**src/rtl/seg_pkg.sv**
```systemverilog
// seg_pkg: seven-segment glyphs and anode encodings shared by the display logic.
// Glyphs are active-low {g,f,e,d,c,b,a}. Anodes are active-low {tens,ones}.
package seg_pkg;
    localparam logic [6:0] GLYPH_0     = 7'b1000000;
    localparam logic [6:0] GLYPH_1     = 7'b1111001;
    localparam logic [6:0] GLYPH_2     = 7'b0100100;
    localparam logic [6:0] GLYPH_3     = 7'b0110000;
    localparam logic [6:0] GLYPH_4     = 7'b0011001;
    localparam logic [6:0] GLYPH_5     = 7'b0010010;
    localparam logic [6:0] GLYPH_6     = 7'b0000010;
    localparam logic [6:0] GLYPH_7     = 7'b1111000;
    localparam logic [6:0] GLYPH_8     = 7'b0000000;
    localparam logic [6:0] GLYPH_9     = 7'b0010000;
    localparam logic [6:0] GLYPH_E     = 7'b0000110;
    localparam logic [6:0] GLYPH_BLANK = 7'h7F;
    localparam logic [1:0] AN_ONES     = 2'b10;
    localparam logic [1:0] AN_TENS     = 2'b01;
    localparam logic [1:0] AN_OFF      = 2'b11;
endpackage

```
**src/rtl/bin_to_seg.sv**
```systemverilog
// bin_to_seg: combinational decimal digit to active-low seven-segment decoder.
// Ports: digit (in, 4) value 0..9; seg (out, 7) glyph {g..a}, blank for digit > 9.
module bin_to_seg
    import seg_pkg::*;
(
    input  logic [3:0] digit,
    output logic [6:0] seg
);
    always_comb begin
        case (digit)
            4'd0:    seg = GLYPH_0;
            4'd1:    seg = GLYPH_1;
            4'd2:    seg = GLYPH_2;
            4'd3:    seg = GLYPH_3;
            4'd4:    seg = GLYPH_4;
            4'd5:    seg = GLYPH_5;
            4'd6:    seg = GLYPH_6;
            4'd7:    seg = GLYPH_7;
            4'd8:    seg = GLYPH_8;
            4'd9:    seg = GLYPH_9;
            default: seg = GLYPH_BLANK;
        endcase
    end
endmodule

```
**src/rtl/ctr_seg_display.sv**
```systemverilog
// ctr_seg_display: shows a mod-12 count on a multiplexed two-digit common-anode display,
// flags the 11->0 rollover and keeps an AM/PM toggle for the next cascade stage.
// Ports: clk (in) rising-edge clock; rst (in) async active-low reset; ctr (in, 4) count 0..11;
//        seg (out, 7) active-low segments {g..a}; an (out, 2) active-low anodes, an[0]=ones;
//        wrap (out) one-cycle rollover pulse; ampm (out) toggles per wrap; err (out) count >= 12.
module ctr_seg_display
    import seg_pkg::*;
#(
    parameter int REFRESH_DIV = 50000,
    parameter bit BLANK_LZ    = 1'b1
) (
    input  logic       clk,
    input  logic       rst,
    input  logic [3:0] ctr,
    output logic [6:0] seg,
    output logic [1:0] an,
    output logic       wrap,
    output logic       ampm,
    output logic       err
);
    localparam int PW = $clog2(REFRESH_DIV);
    localparam logic [PW-1:0] LAST = PW'(REFRESH_DIV - 1);

    logic [3:0]    ctr_q;
    logic [PW-1:0] pre;
    logic          sel;
    logic          tens;
    logic [3:0]    ones;
    logic [3:0]    digit;
    logic [6:0]    glyph;
    logic          bad;
    logic          blank;
    logic          roll;

    assign tens  = ctr_q >= 4'd10;
    assign ones  = tens ? ctr_q - 4'd10 : ctr_q;
    assign digit = sel ? {3'b000, tens} : ones;
    // bad mirrors err's next value so "E" appears in the same cycle err rises
    assign bad   = ctr_q >= 4'd12;
    assign blank = BLANK_LZ && sel && !tens && !bad;
    assign roll  = (ctr_q == 4'd11) && (ctr == 4'd0);

    bin_to_seg u_dec (
        .digit(digit),
        .seg  (glyph)
    );

    always_ff @(posedge clk or negedge rst) begin
        if (!rst) begin
            ctr_q <= '0;
            pre   <= '0;
            sel   <= 1'b0;
            seg   <= GLYPH_BLANK;
            an    <= AN_OFF;
            wrap  <= 1'b0;
            ampm  <= 1'b0;
            err   <= 1'b0;
        end else begin
            ctr_q <= ctr;
            pre   <= (pre == LAST) ? '0 : pre + 1'b1;
            if (pre == LAST) sel <= ~sel;
            wrap  <= roll;
            ampm  <= ampm ^ roll;
            err   <= bad;
            an    <= blank ? AN_OFF : (sel ? AN_TENS : AN_ONES);
            seg   <= blank ? GLYPH_BLANK : (bad ? GLYPH_E : glyph);
        end
    end
endmodule

```
**config.mk**
```make
export PLATFORM = sky130hd
export DESIGN_NAME = ctr_seg_display
export DESIGN_NICKNAME = d
export VERILOG_FILES = /design/src/rtl/seg_pkg.sv /design/src/rtl/bin_to_seg.sv /design/src/rtl/ctr_seg_display.sv
export SDC_FILE = /design/constraint.sdc
export NUM_CORES = 1
export LEC_CHECK = 0
export ABC_AREA = 1
export CAP_MARGIN = 20
export CORE_MARGIN = 1
export CORE_UTILIZATION = 45
export DETAILED_ROUTE_END_ITERATION = 6
export PLACE_DENSITY = 0.66
export SLEW_MARGIN = 20
export SYNTH_ARGS = -nofsm -noshare
export SYNTH_HDL_FRONTEND = slang
export SYNTH_SLANG_ARGS = --single-unit
```
**constraint.sdc**
```tcl
create_clock -name clk -period 6 [get_ports clk]
set_clock_uncertainty 0.15 [all_clocks]
set_input_delay 0.6 -clock clk [delete_from_list [all_inputs] [get_ports clk]]
set_output_delay 0.6 -clock clk [all_outputs]
set_load 0.03 [all_outputs]
```
Word level (Yosys, flattened, before mapping)
Memory sizes are Yosys's and may differ from the RTL's.
Index checks and enable logic that the tools add are counted.
- bits in registers: 33
- bits in read-only memories: 112
- input bits: 6
- word-level logic and storage cells: 30
- memories kept: 1
- add/sub/neg operators: 2
- order comparisons: 2
- eq/ne operators: 2
- mux-type cells: 7
- bitwise logic cells: 2
- reduce and logical (&&, ||, !) cells: 6
- memory list (name ; words ; bits a word ; read ports ; clocked after Yosys merged registers in ; write ports ; line ; RTL):
    (name not given) ; 16 ; 7 ; 1 ; 0 ; 0 ; bin_to_seg.sv:10 ; case (digit)
- operators with widths (cell ; number):
    adder 16 x 1 -> 16 bit, second input constant ; 1
    equality test 16 bit, second input constant ; 1
    2-to-1 mux 16 bit ; 1
    2-to-1 mux 7 bit ; 2
    >= comparator 4 bit, second input constant ; 2
    2-to-1 mux 4 bit ; 2
    equality test 4 bit, second input constant ; 1
    zero test 4 bit ; 1
    2-to-1 mux 2 bit ; 2
    subtractor 4 bit, second input constant ; 1
    logical AND 1 bit ; 3
    zero test 1 bit ; 2
    NOT 1 bit ; 1
    bitwise XOR 1 bit ; 1

Depth between registers and ports, before layout
An unclocked memory read counts as a cell.
- word-level depth: 6
- gate-level depth with buffers: 13
- gate-level depth less buffers: 13

By module
A second synthesis with hierarchy kept.
- cell total of the unflattened synthesis: 228
- area, all modules: 1746.7 µm²
- by module, submodules not included (module ; instances ; cells each ; area an instance (µm²) ; seq. area each (µm²)):
    ctr_seg_display ; 1 ; 193 ; 1559.0 ; 837.1
    bin_to_seg ; 1 ; 35 ; 187.7 ; 0.0

Least setup slack after synthesis
OpenSTA, ideal clock, no wires.
- path type: reg-to-reg
- start: register ctr_q[2]
- end: register seg[3]
- setup time: 78 ps
- arrival: 1804 ps
- required time: 5772 ps
- path slack: 3968 ps
- cell stages (with the launch flop): 14
- path buffers: 0
- path through: dfrtp_1 -> inv_1 -> ha_1 -> nand3_4 -> nand3_2 -> nand2_1 -> inv_1 -> ha_1 -> inv_1 -> nand4_1 -> nand2_1 -> nand2_1 -> nand2_1 -> nand2_1
- longest elaborated chain between the ends: 6
- elaborated cells between the ends (all ways): 12
- classes of those cells: 1 x add/sub; 2 x order compare; 4 x mux; 4 x reduce/logical; 1 x memory
- RTL lines (what ; line ; RTL):
    start, declared ; ctr_seg_display.sv:24 ; logic [3:0] ctr_q;
    start signal, assigned ; ctr_seg_display.sv:59 ; ctr_q <= ctr;
    subtractor 4 bit or >= comparator 4 bit (tied branches) ; ctr_seg_display.sv:36, ctr_seg_display.sv:35 ;
    2-to-1 mux 4 bit ; ctr_seg_display.sv:36 ; assign ones = tens ? ctr_q - 4'd10 : ctr_q;
    2-to-1 mux 4 bit ; ctr_seg_display.sv:37 ; assign digit = sel ? {3'b000, tens} : ones;
    memory (16 x 7 bit) ; n/a ;
    2-to-1 mux 7 bit ; ctr_seg_display.sv:66 ; seg <= blank ? GLYPH_BLANK : (bad ? GLYPH_E : glyph);
    2-to-1 mux 7 bit * ; ctr_seg_display.sv:66 ;
    end signal, assigned ; ctr_seg_display.sv:66 ;
    end, declared ; ctr_seg_display.sv:15 ; output logic [6:0] seg,
Mark *: on every way between the ends. The rest lies on a longest branch, timed or not.
A chain may end at the register's enable or synchronous reset.

Final worst setup path
Same ends and word-level chain as after synthesis.

==> results.md <==
* Min-Delay Path Class: reg -> reg
* Net count, final at 239
* Peak VDD IR at 150.4 uV
* Synthesis-to-layout area growth at 18.10%
* Top_reg_cell synth: dfrtp_1
* Top cell type's share of synthesized area at 0.3395
* Synth Register Bits at 33
* GPL Wtd Cong at 0.8101
* Fin area at 2090 um^2
* RSZ-0062 raised after global routing: no
* Fin util at 0.5623
* CP Cell Sequence: inv_1, ha_1, nand3_4, nand3_2, nand2_1, inv_1, ha_1, inv_1, nand4_1, nand2_1, nand2_1, nand2_1, nand2_1
* # rows at 22
* Endpoints failing setup at 0
* Share of layout cells above drive strength 1 at 0.1429
* Clock Power Share at 0.338
* Cts hold-fix bufs at 0
* Root buf cell: clkbuf_8
* CTS tree: built
* CP max FO at 7
* Power Internal at 0.3579 mW
* Die Y-Extent at 64.70 um
* Clk slew on worst S/H paths at 0.06 ns
* Mapped Cells at 200
* Async S/R FF share, synth at 1.000
* Tot GR Track Use at 0.1746
* Post-CTS Setup Bufs at 0
* Slowest CP cell: dfrtp_1
* Crit path largest cell delay at 0.42 ns
* Drt first pass iters at 4
* Required time of the critical path at 6.06 ns
* CP Launch Type: flop
* Crit path buf inv count at 3
* Initial cell density of the core at 0.4761
* Vias in the first global route at 1235
* Final TNS setup at 0 ns
* Slew Limit Fails at 0
* Clock Latency Late Sink at 0.28 ns
* Power share of the combinational group at 0.162
* Run status: finished clean
* Placed cell area at 2003 um^2
* Post-CTS Resized at 0
* Via Count at 1320
* Tmin final at 2.221 ns
* Sw Pwr at ~0.12 mW
* GRT overflow at 0
* Antenna violations before repair at 0
* Final WL at 3037 um
* Tcrit/Tclk final at 0.3702
* H-tree depth at 2
* Sw Ratio at 0.2588
* Final hold violations at 0
* Seq/Total Area, Yosys at 0.4731
* Leakage at slightly above 1 nW
* Vias per std cell at 4.853
* IO Pins at 18
* Max transition margin at 0.6412
* Warnings, synthesis at 0
* Seq pwr share at 0.500
* Max Cap Viol at 0
* Most common cell in the netlist: nand2_1
* Mean Syn Cell Area at 8.846 um^2
* CTS sink count at 33
* Antenna Nets Post-Route at 0
* Post-route DRC at 0
* Mapped Area at 1769 um^2
* Starting DRT DRC Count at 56
* Core Area at 3716 um^2
* Largest net degree at the start of global routing at 34
* Crit Path Class: reg -> reg
* Synth cell count leaders: 41 x nand2_1, 32 x inv_1, 24 x dfrtp_1
* Crit path from: ctr_q[2]$_DFF_PN0_
* Crit-path leading delay family: simple AND/OR/NAND/NOR gates
* CP Capture Type: flop
* Die Area at roughly 4200 um^2
* Die W at 64.70 um
* WL/cell at 11.17 um
* Port bufs at 17
* Top cell by count, worst path: nand2_1
* Post-synth EDFFs at 0
* Pwr dens at roughly 230 nW/um^2
* Yosys cell types at 22
* Yosys top cell by area: dfrtp_1
* Dpl hpwl at 2272 um
* First-pass GRT wire length at 5437 um
* Worst Hold Launch: ampm$_DFF_PN0_
* CP arrival at 2.28 ns
* Clk buf depth at 2
* Reg-to-reg startpoint: ctr_q[2]$_DFF_PN0_
* Largest cells by area after synthesis: dfrtp_1 34%, dfstp_2 13%, nand2_1 8.7%
* Syn Nets at 215
* N_diodes at 0
* Actual slew at the worst max-slew pin at 0.5333 ns
* Max Freq at 450.2 MHz
* Fillers at around 350
* CTS buffer count at 5
==> registers in the layout, summed over array words and instances, names as in the netlist <==
name   cells
an         2
ampm       1
sel        1
wrap       1
pre       16
ctr_q      4
seg        7
err        1
==> cells by family (layout without fill, tap and decap cells) <==
group / after synthesis / after routing / share of synthesized area
buffers and inverters: 35 / 59 / 0.07426
xor gates and xnor gates: 11 / 11 / 0.05446
DFF: 33 / 33 / 0.4731
adders and majority gates: 9 / 9 / 0.06365
AOI/OAI and AO/OA: 12 / 12 / 0.04031
and+or+nand+nor: 100 / 100 / 0.2942
==> layout by cell type (no fill, tap or decap), types with 3 or more instances in the layout <==
master | netlist | final
clkbuf_8 | 0 | 6
xor2_1 | 8 | 8
a21oi_1 | 8 | 8
nand2_1 | 41 | 41
nand4_1 | 10 | 10
nand3_1 | 9 | 9
nor2_1 | 19 | 19
o21ai_0 | 3 | 3
clkdlybuf4s50_1 | 0 | 17
dfrtp_1 | 24 | 24
inv_1 | 32 | 32
xnor2_1 | 3 | 3
nand2_4 | 3 | 3
ha_1 | 9 | 9
nor3_1 | 6 | 6
dfstp_2 | 9 | 9
nand3_2 | 6 | 6
==> power by group through the flow <==
stage          registers, mW  logic [mW]  clock network, mW
2_1_floorplan          0.263      0.0312                  0
3_3_place_gp           0.245      0.0788                  0
3_5_place_dp           0.246      0.0787                  0
4_1_cts                0.242      0.0789              0.170
5_1_grt                0.242      0.0864              0.178
6_report               0.241      0.0780              0.163
==> stage by stage <==
step / hold slack (ns) / power, mW / setup slack (ns) / cells
floorplan: 0.1544 / 0.2945 / 3.968 / 200
global placement: 0.3188 / 0.3240 / 3.838 / 265
detailed placement: 0.3204 / 0.3243 / 3.773 / 265
CTS: 0.3301 / 0.4909 / 3.768 / 272
global route: 0.3408 / 0.5069 / 3.594 / 272
finish: 0.3246 / 0.4828 / 3.779 / 272
==> layout make-up <==
class	instances	area, um^2	share of cell area
Tap cell	48	60.06	0.02874
Sequential cell	33	837.1	0.4006
Clock buffer	7	86.33	0.04132
Inverter	34	127.6	0.06108
Timing Repair Buffer	18	177.7	0.08503
Multi-Input combinational cell	132	800.8	0.3832
==> layer usage <==
metal / vias up / GRT usage / routed length (um)
li1: 683 / - / -
met5: - / 0 / 0
met4: 0 / 0.09167 / 71
met2: 19 / 0.2617 / 1371
met1: 611 / 0.2225 / 1486
met3: 7 / 0.05634 / 108
==> final timing paths <==
kind | slack [ns] | endpoint | cells past startpoint
setup / recovery | 3.78 | seg[3]$_DFF_PN1_ | 13
hold / removal | 0.32 | ampm$_DFF_PN0_ | 1
setup reg to reg | 3.78 | seg[3]$_DFF_PN1_ | 13
hold reg to reg | 0.32 | ampm$_DFF_PN0_ | 1
max in group asynchronous | 4.81 | an[1]$_DFF_PN1_ | 2
min in group asynchronous | 0.56 | pre[13]$_DFF_PN0_ | 2
No activity file was read; power rests on OpenSTA's default activity.
